===== src/rtl/move_controller_if.sv =====
// Bus between the player-input / board-register side and the turn sequencer.
// The master drives the selection, confirm pulse, board snapshot and game_over;
// the slave (move_controller) drives the write enables and turn status.
interface move_controller_if;
  logic [3:0]  sel_idx;
  logic        confirm;
  logic [17:0] board;
  logic        game_over;
  logic [8:0]  PLX_en;
  logic [8:0]  PLO_en;
  logic        illegal_move;
  logic        turn_x;
  logic [3:0]  time_left;

  modport master (
    output sel_idx, confirm, board, game_over,
    input  PLX_en, PLO_en, illegal_move, turn_x, time_left
  );

  modport slave (
    input  sel_idx, confirm, board, game_over,
    output PLX_en, PLO_en, illegal_move, turn_x, time_left
  );
endinterface


===== src/rtl/move_controller.sv =====
// Turn sequencer feeding the board position registers. Validates the active
// player's selection against the board, issues a one-cycle one-hot write enable
// for X or O, alternates turns, and auto-plays the lowest free cell when the
// per-turn timer runs out.
module move_controller #(
  parameter int TICKS_PER_SEC = 50_000_000,
  parameter int TURN_SECS     = 15
) (
  input  logic             clk,
  input  logic             rst,
  move_controller_if.slave bus
);

  localparam logic [1:0] ST_WAIT   = 2'd0;
  localparam logic [1:0] ST_COMMIT = 2'd1;
  localparam logic [1:0] ST_SETTLE = 2'd2;
  localparam logic [1:0] ST_DONE   = 2'd3;

  localparam int            PW           = (TICKS_PER_SEC > 1) ? $clog2(TICKS_PER_SEC) : 1;
  localparam logic [PW-1:0] PRESCALE_MAX = PW'(TICKS_PER_SEC - 1);
  localparam logic [3:0]    TURN_INIT    = 4'(TURN_SECS);

  logic [1:0]    state;
  logic [1:0]    state_nx;
  logic [PW-1:0] prescaler;
  logic [3:0]    time_left_q;
  logic          turn_x_q;
  logic [8:0]    plx_en_q;
  logic [8:0]    plo_en_q;
  logic          illegal_q;

  logic [1:0]    sel_cell;
  logic          sel_legal;
  logic          free_found;
  logic [3:0]    free_idx;

  logic          go_done;
  logic          do_move;
  logic          do_illegal;
  logic          do_tick;
  logic [3:0]    move_idx;
  logic [8:0]    move_onehot;

  // Contents of the selected cell; out-of-range selections read as occupied.
  // NOTE: every signal assigned in an always_comb gets a default first so no latch is inferred.
  always_comb begin
    sel_cell = 2'b11;
    for (int k = 0; k < 9; k++) begin
      if (bus.sel_idx == 4'(k)) sel_cell = bus.board[2*k +: 2];
    end
  end

  assign sel_legal = (bus.sel_idx <= 4'd8) && (sel_cell == 2'b00);

  // Lowest-index empty cell for the timeout auto-move (scan high to low so the lowest wins).
  always_comb begin
    free_found = 1'b0;
    free_idx   = 4'd0;
    for (int k = 8; k >= 0; k--) begin
      if (bus.board[2*k +: 2] == 2'b00) begin
        free_found = 1'b1;
        free_idx   = 4'(k);
      end
    end
  end

  // Decide this cycle's action: game_over wins, then confirm, then timeout.
  always_comb begin
    go_done    = 1'b0;
    do_move    = 1'b0;
    do_illegal = 1'b0;
    do_tick    = 1'b0;
    move_idx   = free_idx;
    if (bus.game_over) begin
      go_done = 1'b1;
    end else if (state == ST_WAIT) begin
      if (bus.confirm) begin
        if (sel_legal) begin
          do_move  = 1'b1;
          move_idx = bus.sel_idx;
        end else begin
          // A rejected confirm still leaves us waiting, so the timer keeps running.
          do_illegal = 1'b1;
          do_tick    = 1'b1;
        end
      end else if (time_left_q == 4'd0) begin
        if (free_found) do_move = 1'b1;
        else            go_done = 1'b1;
      end else begin
        do_tick = 1'b1;
      end
    end
  end

  assign move_onehot = 9'(1) << move_idx;

  // Next state: WAIT -> COMMIT -> SETTLE -> WAIT, DONE absorbing.
  always_comb begin
    state_nx = state;
    if (go_done) begin
      state_nx = ST_DONE;
    end else begin
      case (state)
        ST_WAIT:   if (do_move) state_nx = ST_COMMIT;
        ST_COMMIT: state_nx = ST_SETTLE;
        ST_SETTLE: state_nx = ST_WAIT;
        default:   state_nx = ST_DONE;
      endcase
    end
  end

  // State register.
  // NOTE: sequential state uses non-blocking assignments so every flop samples pre-edge values.
  always_ff @(posedge clk or posedge rst) begin
    if (rst) state <= ST_WAIT;
    else     state <= state_nx;
  end

  // Registered write enables and illegal strobe; each is high for at most one cycle.
  always_ff @(posedge clk or posedge rst) begin
    if (rst) begin
      plx_en_q  <= '0;
      plo_en_q  <= '0;
      illegal_q <= 1'b0;
    end else begin
      plx_en_q  <= (do_move &&  turn_x_q) ? move_onehot : 9'd0;
      plo_en_q  <= (do_move && !turn_x_q) ? move_onehot : 9'd0;
      illegal_q <= do_illegal;
    end
  end

  // Hand the turn over as the write enable drops.
  always_ff @(posedge clk or posedge rst) begin
    if (rst)                                 turn_x_q <= 1'b1;
    else if (!go_done && state == ST_COMMIT) turn_x_q <= ~turn_x_q;
  end

  // Turn timer: reload when a move settles, otherwise count seconds while waiting.
  always_ff @(posedge clk or posedge rst) begin
    if (rst) begin
      prescaler   <= '0;
      time_left_q <= TURN_INIT;
    end else if (!go_done && state == ST_SETTLE) begin
      prescaler   <= '0;
      time_left_q <= TURN_INIT;
    end else if (do_tick) begin
      if (prescaler == PRESCALE_MAX) begin
        prescaler <= '0;
        if (time_left_q != 4'd0) time_left_q <= time_left_q - 4'd1;
      end else begin
        prescaler <= prescaler + PW'(1);
      end
    end
  end

  assign bus.PLX_en       = plx_en_q;
  assign bus.PLO_en       = plo_en_q;
  assign bus.illegal_move = illegal_q;
  assign bus.turn_x       = turn_x_q;
  assign bus.time_left    = time_left_q;

  // Guarantees the board registers depend on.
  a_excl_enables : assert property (@(posedge clk) disable iff (rst)
    (plx_en_q & plo_en_q) == 9'd0);
  a_onehot_enables : assert property (@(posedge clk) disable iff (rst)
    $onehot0(plx_en_q) && $onehot0(plo_en_q));
  a_no_strobe_with_enable : assert property (@(posedge clk) disable iff (rst)
    !(illegal_q && ((plx_en_q | plo_en_q) != 9'd0)));

endmodule

===== src/flat_wrapper.sv =====
// flat-port wrapper written by rule: the top's interface ports become plain ports
module move_controller_flat 
#(
  parameter int TICKS_PER_SEC = 50_000_000,
  parameter int TURN_SECS     = 15
)
  (clk, rst, bus_sel_idx, bus_confirm, bus_board, bus_game_over, bus_PLX_en, bus_PLO_en, bus_illegal_move, bus_turn_x, bus_time_left);
  move_controller_if bus_i ();
  input  logic clk;
  input  logic rst;
  input wire logic [$bits(bus_i.sel_idx)-1:0] bus_sel_idx;
  input wire logic [$bits(bus_i.confirm)-1:0] bus_confirm;
  input wire logic [$bits(bus_i.board)-1:0] bus_board;
  input wire logic [$bits(bus_i.game_over)-1:0] bus_game_over;
  output wire logic [$bits(bus_i.PLX_en)-1:0] bus_PLX_en;
  output wire logic [$bits(bus_i.PLO_en)-1:0] bus_PLO_en;
  output wire logic [$bits(bus_i.illegal_move)-1:0] bus_illegal_move;
  output wire logic [$bits(bus_i.turn_x)-1:0] bus_turn_x;
  output wire logic [$bits(bus_i.time_left)-1:0] bus_time_left;
  assign bus_i.sel_idx = bus_sel_idx;
  assign bus_i.confirm = bus_confirm;
  assign bus_i.board = bus_board;
  assign bus_i.game_over = bus_game_over;
  assign bus_PLX_en = bus_i.PLX_en;
  assign bus_PLO_en = bus_i.PLO_en;
  assign bus_illegal_move = bus_i.illegal_move;
  assign bus_turn_x = bus_i.turn_x;
  assign bus_time_left = bus_i.time_left;
  move_controller #(.TICKS_PER_SEC(TICKS_PER_SEC), .TURN_SECS(TURN_SECS)) u_core (.clk(clk), .rst(rst), .bus(bus_i));
endmodule

===== config.mk =====
export PLATFORM = sky130hd
export DESIGN_NAME = move_controller_flat
export DESIGN_NICKNAME = d
export VERILOG_FILES = /design/src/rtl/move_controller_if.sv /design/src/rtl/move_controller.sv /design/src/flat_wrapper.sv
export SDC_FILE = /design/constraint.sdc
export NUM_CORES = 1
export LEC_CHECK = 0
export ABC_AREA = 1
export CORE_MARGIN = 1.5
export CORE_UTILIZATION = 49
export DETAILED_ROUTE_END_ITERATION = 16
export PLACE_DENSITY_LB_ADDON = 0.08
export SYNTH_ARGS = -nofsm -noshare
export SYNTH_HDL_FRONTEND = slang
export SYNTH_SLANG_ARGS = --single-unit

===== constraint.sdc =====
create_clock -name clk -period 2 [get_ports clk]
set_input_delay 0.4 -clock clk [delete_from_list [all_inputs] [get_ports clk]]
set_output_delay 0.4 -clock clk [all_outputs]
set_load 0.02 [all_outputs]

# --- Word-level counts from Yosys, hierarchy flattened ---
# Index checks and enable logic that the tools add are counted.
word_totals:
  reg_bits: 52
  latch_bits: 0
  mem_bits_rw: 0
  rom_bits: 0
  output_inout_bits: 24
  wordCells: 111
  n_memories: 0
op_classes:
  add_sub_neg: 2
  multipliers: 0
  n_div: 0
  magnitude_cmp: 1
  n_eq_ne: 12
  shift: 1
  mux: 62
  bitwise_logic: 1
  n_reduce_logical: 25
op_table:
  columns: ["cell", "count"]
  rows:
  - ["$mux 26", 3]
  - ["$mux 4", 17]
  - ["$mux 1", 28]
  - ["$add 26x1->26 const B", 1]
  - ["$eq 26x26->1 const B", 1]
  - ["$logic_not 2->1", 11]
  - ["$mux 2", 11]
  - ["$mux 9", 2]
  - ["$eq 4x3->1 const B", 4]
  - ["$shl 1x4->9 const A", 1]
  - ["$eq 4x2->1 const B", 2]
  - ["$logic_not 4->1", 2]
  - ["$pmux 2 s3", 1]
  - ["$reduce_bool 2->1", 3]
  - ["$logic_and 1x1->1", 5]
  - ["$eq 4x1->1 const B", 1]
  - ["$eq 4x4->1 const B", 1]
  - ["$le 4x4->1 const B", 1]
  - ["$reduce_bool 4->1", 1]
  - ["$sub 4x1->4 const B", 1]
  - ["$ne 3x1->1 const B", 1]
  - ["$reduce_and 3->1", 1]
  - ["$eq 2x1->1 const B", 1]
  - ["$eq 2x2->1 const B", 1]
  - ["other kinds (2)", 3]

# --- Longest topological paths before layout ---
depth:
  depth_word: 19
  ltp_mapped: 19
  mapped_depth_nobuf: 17

# --- Worst setup path before layout ---
# No wires, ideal clock.
synth_timing:
  path_type: "register to register"
  start: "register u_core.time_left_q[0], in the netlist u_core.bus.time_left[0]"
  end: "register u_core.prescaler[5]"
  arrival_time_ns: 1.952
  setup_slack_ns: -0.074
  path_stages_with_launch: 13
  n_path_buf: 2
  path_cell_list: "dfstp_2 -> inv_1 -> ha_1 -> nand2_1 -> nor2_1 -> nand2_1 -> inv_1 -> a31oi_2 -> nand2_2 -> buf_4 -> buf_4 -> nand4_1 -> o21ai_1"
synth_between:
  elab_chain_len: 8
  elab_cells_between_ends: 13
  cone_classes: "mux (9); reduce/logical (4)"
synth_rtl:
  columns: ["element", "line", "source"]
  rows:
  - ["start, declared", "move_controller.sv:26", "logic [3:0] time_left_q;"]
  - ["start signal, assigned", "move_controller.sv:149", "if (time_left_q != 4'd0) time_left_q <= time_left_q - 4'd1;"]
  - ["$logic_not 4->1 (*)", "move_controller.sv:86", "end else if (time_left_q == 4'd0) begin"]
  - ["$mux 1", "move_controller.sv:86", null]
  - ["$mux 1", "move_controller.sv:77", "if (bus.confirm) begin"]
  - ["$mux 1", "move_controller.sv:76", "end else if (state == ST_WAIT) begin"]
  - ["$mux 1", "move_controller.sv:74", "if (bus.game_over) begin"]
  - ["$logic_not 1->1", "move_controller.sv:143", "end else if (!go_done && state == ST_SETTLE) begin"]
  - ["$logic_and 1x1->1", "move_controller.sv:143", null]
  - ["$mux 26 / $reduce_bool 2->1 (equally long branches)", null, null]
  - ["end signal, assigned", "move_controller.sv:151", "prescaler <= prescaler + PW'(1);"]
  - ["end, declared", "move_controller.sv:25", "logic [PW-1:0] prescaler;"]
# Every way passes the cells marked *; elsewhere a longest branch is shown, timed or not.
# A chain may end at the register's enable or synchronous reset.

# --- Final worst setup path ---
layout_timing:
  start: "register u_core.turn_x_q, in the netlist u_core.bus.turn_x"
  end: "output bus_turn_x"
layout_lines:
  columns: ["element", "line", "source"]
  rows:
  - ["start, declared", "move_controller.sv:27", "logic turn_x_q;"]
  - ["start signal, assigned", "move_controller.sv:135", "else if (!go_done && state == ST_COMMIT) turn_x_q <= ~turn_x_q;"]
  - ["end, declared", "flat_wrapper.sv:18", "output wire logic [$bits(bus_i.turn_x)-1:0] bus_turn_x;"]
# No word-level cell between the ends.

==> results.yml <==
timing:
  fin_setup_tns_ns: 0
  fin_ws_ns: 0.0638
  setup_viol: 0
  drv_slew: 0
  rsz0062_at_grt: "true"
  final_hold_viol_count: 0
  fin_crit_ns: 1.94
  fin_skew_ns: 0.0120
  slew_headroom_pct: 75.0
  worst_slew_pin_slew_ns: 0.372
  clock.fmax_ghz: 0.516
  fin_crit_sh_pct: 96.8
logic_synthesis:
  seq_area_frac_synth_pct: 40.3
  synth_area_leaders: "dfrtp_1 (36%), nand2_1 (12%), nor2_1 (7.9%)"
  synth.largest_area_cell: "dfrtp_1"
  syn_inst: 442
  yosysUniqueCellTypes: 33
  synth_top_area_share_pct: 36.2
  ys_top_cells_by_count: "nand2_1 (100), nor2_1 (68), inv_1 (51)"
  synth-async-reset-ratio_pct: 100
  syn_avg_cell_area_sq_um: 7.35
  netlist_area_sq_um: 3250
  yosysMostFrequentCell: "nand2_1"
  syn_nets: 474
  synth_ff_type: "dfrtp_1"
  ys_warn_count: 0
  synth-edff-count: 0
  ys_seq_elements: 52
setup_path:
  max_stage_delay_ns: 0.64
  crit_buf_inv: 1
  required_ns: 1.60
  crit_type: "register to output port"
  r2r-end: "u_core.prescaler[9]$_DFFE_PP0P_"
  cp.arrival_ns: 1.54
  cp.depth: 1
  worst_path_max_delay_cell: "clkdlybuf4s50_1"
  end_kind: "output port"
  cp-start-kind: "register"
  r2r_cells: 11
  r2r_start: "u_core.bus.time_left[1]$_DFFE_PP1P_"
  crit_path_end: "bus_turn_x"
  worstPathCellList: "clkdlybuf4s50_1"
  critPathLaunch: "u_core.bus.turn_x$_DFFE_PP1P_"
  crit_fanout: 3
  r2r_setup_slack_ns: 0.13
  cp_top_family: "buffers and inverters"
grt:
  overflow: 0
  antenna_found_initial: 0
  grt_pass1_vias: 3128
  track_usage_pct: 24.8
  grt_pass1_wl_um: 14400
  grt_max_degree: 53
cts:
  clock-sinks: 52
  worstSkewPairLatency_ns: 0.33
  root_buffer: "clkbuf_8"
  postCtsHoldBufs: 0
  clockBufferDepth: 2
  cts_max_level: 2
  cts_tree: "yes"
  cts-buffers-inserted: 5
  clkTransAtPathRegs_ns: 0.11
power:
  cellInternalPower_mw: 1.43
  power_per_cell_area_nw_per_um2: 437
  leakagePower_nw: 2.28
  combPwrFrac_pct: 13.1
  seq_power_share_pct: 53.1
  ir_drop_mv: 0.364
  power_frac_clock_pct: 33.8
  netSwitchingFraction_pct: 27.7
  p_sw_uw: 550
detailed_routing:
  vias: 3319
  drc: 0
  postRouteWirelength_um: 9090
  viasPerCell: 5.40
  firstDrtPassIters: 7
  ant_nets: 0
  routedWlPerCell_um: 14.8
  drt_iter0_drc: 276
min_path:
  hold_path.class: "input pin to async pin"
floorplan:
  chipWidth_um: 84.4
  ios: 50
  rows: 29
  die_h_um: 84.4
  die-area_sq_um: 7120
  core-area_sq_um: 6390
  initial_core_util_pct: 50.8
placement:
  gp_congestion: 0.891
  dpl.hpwl_um: 6300
  numPortBuffers: 49
  preCtsSetupSlack_ns: -0.451
  dp_cells: 599
cells_and_area:
  finalNonFillerCells: 615
  n_antenna_cell: 0
  area_delta_synth_final_pct: 39.7
  fillCellCount: 530
  finish.net_count: 569
  drive_gt1_share_pct: 23.4
run_status:
  status: "completed"
flow_run:
  cap_violations: 0
## per-layer routing
metal	GRT usage, %	share of wire, %	up-vias
li1	-	-	1619
met1	33.2	42	1524
met2	41.2	48	155
met3	5.51	8.1	21
met4	6.01	1.9	0
met5	0	0	-
## how the worst min path moves through the flow
stage,depth (start not counted),from,endpoint,slack (ns)
6_report,3,rst,u_core.bus.PLO_en[2]$_DFF_PP0_,0.42
4_1_cts,3,rst,u_core.bus.PLX_en[1]$_DFF_PP0_,0.45
5_1_grt,3,rst,u_core.prescaler[25]$_DFFE_PP0P_,0.47
3_3_place_gp,2,u_core.bus.time_left[1]$_DFFE_PP1P_,u_core.bus.time_left[1]$_DFFE_PP1P_,0.47
3_5_place_dp,2,u_core.bus.time_left[0]$_DFFE_PP1P_,u_core.bus.time_left[0]$_DFFE_PP1P_,0.48
2_1_floorplan,2,u_core.prescaler[25]$_DFFE_PP0P_,u_core.prescaler[25]$_DFFE_PP0P_,0.48
## kinds of logic after synthesis
family                     synth area share (%)
AOI/OAI and AO/OA                          5.82
xor gates and xnor gates                   5.40
adders and majority gates                  2.31
buffers and inverters                      8.67
DFF                                        40.3
and+or+nand+nor                            37.5
## metrics by stage
| stage | hold slack [ns] | cell area (sq um) | total power [mW] | util [%] |
|---|---|---|---|---|
| 2_1_floorplan | 0.482 | 3260 | 1.17 | - |
| 3_3_place_gp | 0.470 | 4120 | 1.30 | 64.5 |
| 3_5_place_dp | 0.478 | 4120 | 1.30 | 64.5 |
| 4_1_cts | 0.449 | 4220 | 1.94 | 66.0 |
| 5_1_grt | 0.467 | 4540 | 2.05 | 71.0 |
| 6_report | 0.422 | 4540 | 1.98 | 71.0 |
## power groups by stage
| stage | combinational (mW) | clock [mW] | sequential, mW |
|---|---|---|---|
| 2_1_floorplan | 0.102 | 0 | 1.07 |
| 3_3_place_gp | 0.224 | 0 | 1.07 |
| 3_5_place_dp | 0.230 | 0 | 1.07 |
| 4_1_cts | 0.229 | 0.661 | 1.05 |
| 5_1_grt | 0.287 | 0.709 | 1.05 |
| 6_report | 0.259 | 0.670 | 1.05 |
## cell type report
cell class	instances	area (sq um)	share of cell area [%]
Timing Repair Buffer	98	955	21.0
Clock buffer	5	68.8	1.52
Inverter	54	215	4.74
Clock inverter	3	26.3	0.579
Tap cell	77	96.3	2.12
Sequential cell	52	1310	28.8
Multi-Input combinational cell	326	1870	41.2
## what timing repair did
item,CTS,global route
gates resized for setup,3,67
pin swaps,0,25
cloned,0,4
endpoints found under the hold margin,0,0
setup endpoints to repair,44,48
buffers inserted,0,4
## registers in the layout (all words and copies together), names as in the netlist
name	count
u_core.prescaler	26
u_core.bus.PLO_en	9
u_core.bus.PLX_en	9
u_core.bus.time_left	4
u_core.state	2
u_core.bus.illegal_move	1
u_core.bus.turn_x	1
## placed cells by master, fill, tap and decap left out, drive strengths merged, types with 2 or more instances in the layout
cell | netlist | final
a21oi | 4 | 4
a31oi | 3 | 3
buf | 9 | 48
clkbuf | 2 | 7
clkdlybuf4s50 | 0 | 42
clkinvlp | 0 | 2
dfrtp | 47 | 47
dfstp | 5 | 5
dlygate4sd2 | 0 | 2
dlymetal6s2s | 0 | 4
ha | 6 | 6
inv | 53 | 55
nand2 | 110 | 111
nand3 | 42 | 42
nand4 | 20 | 20
nor2 | 69 | 69
nor3 | 15 | 15
nor4 | 7 | 7
o211ai | 2 | 2
o21ai | 25 | 25
xnor2 | 6 | 6
xor2 | 14 | 14
## worst register-to-register path: cells and delay by family, from the launching register on
family	cells	cell delay (ns)
adders and majority gates	1	0.16
and+or+nand+nor	5	0.50
AOI/OAI and AO/OA	2	0.26
buffers and inverters	3	0.27
DFF	1	0.57
Note: power is estimated with default switching activity, not from simulation.
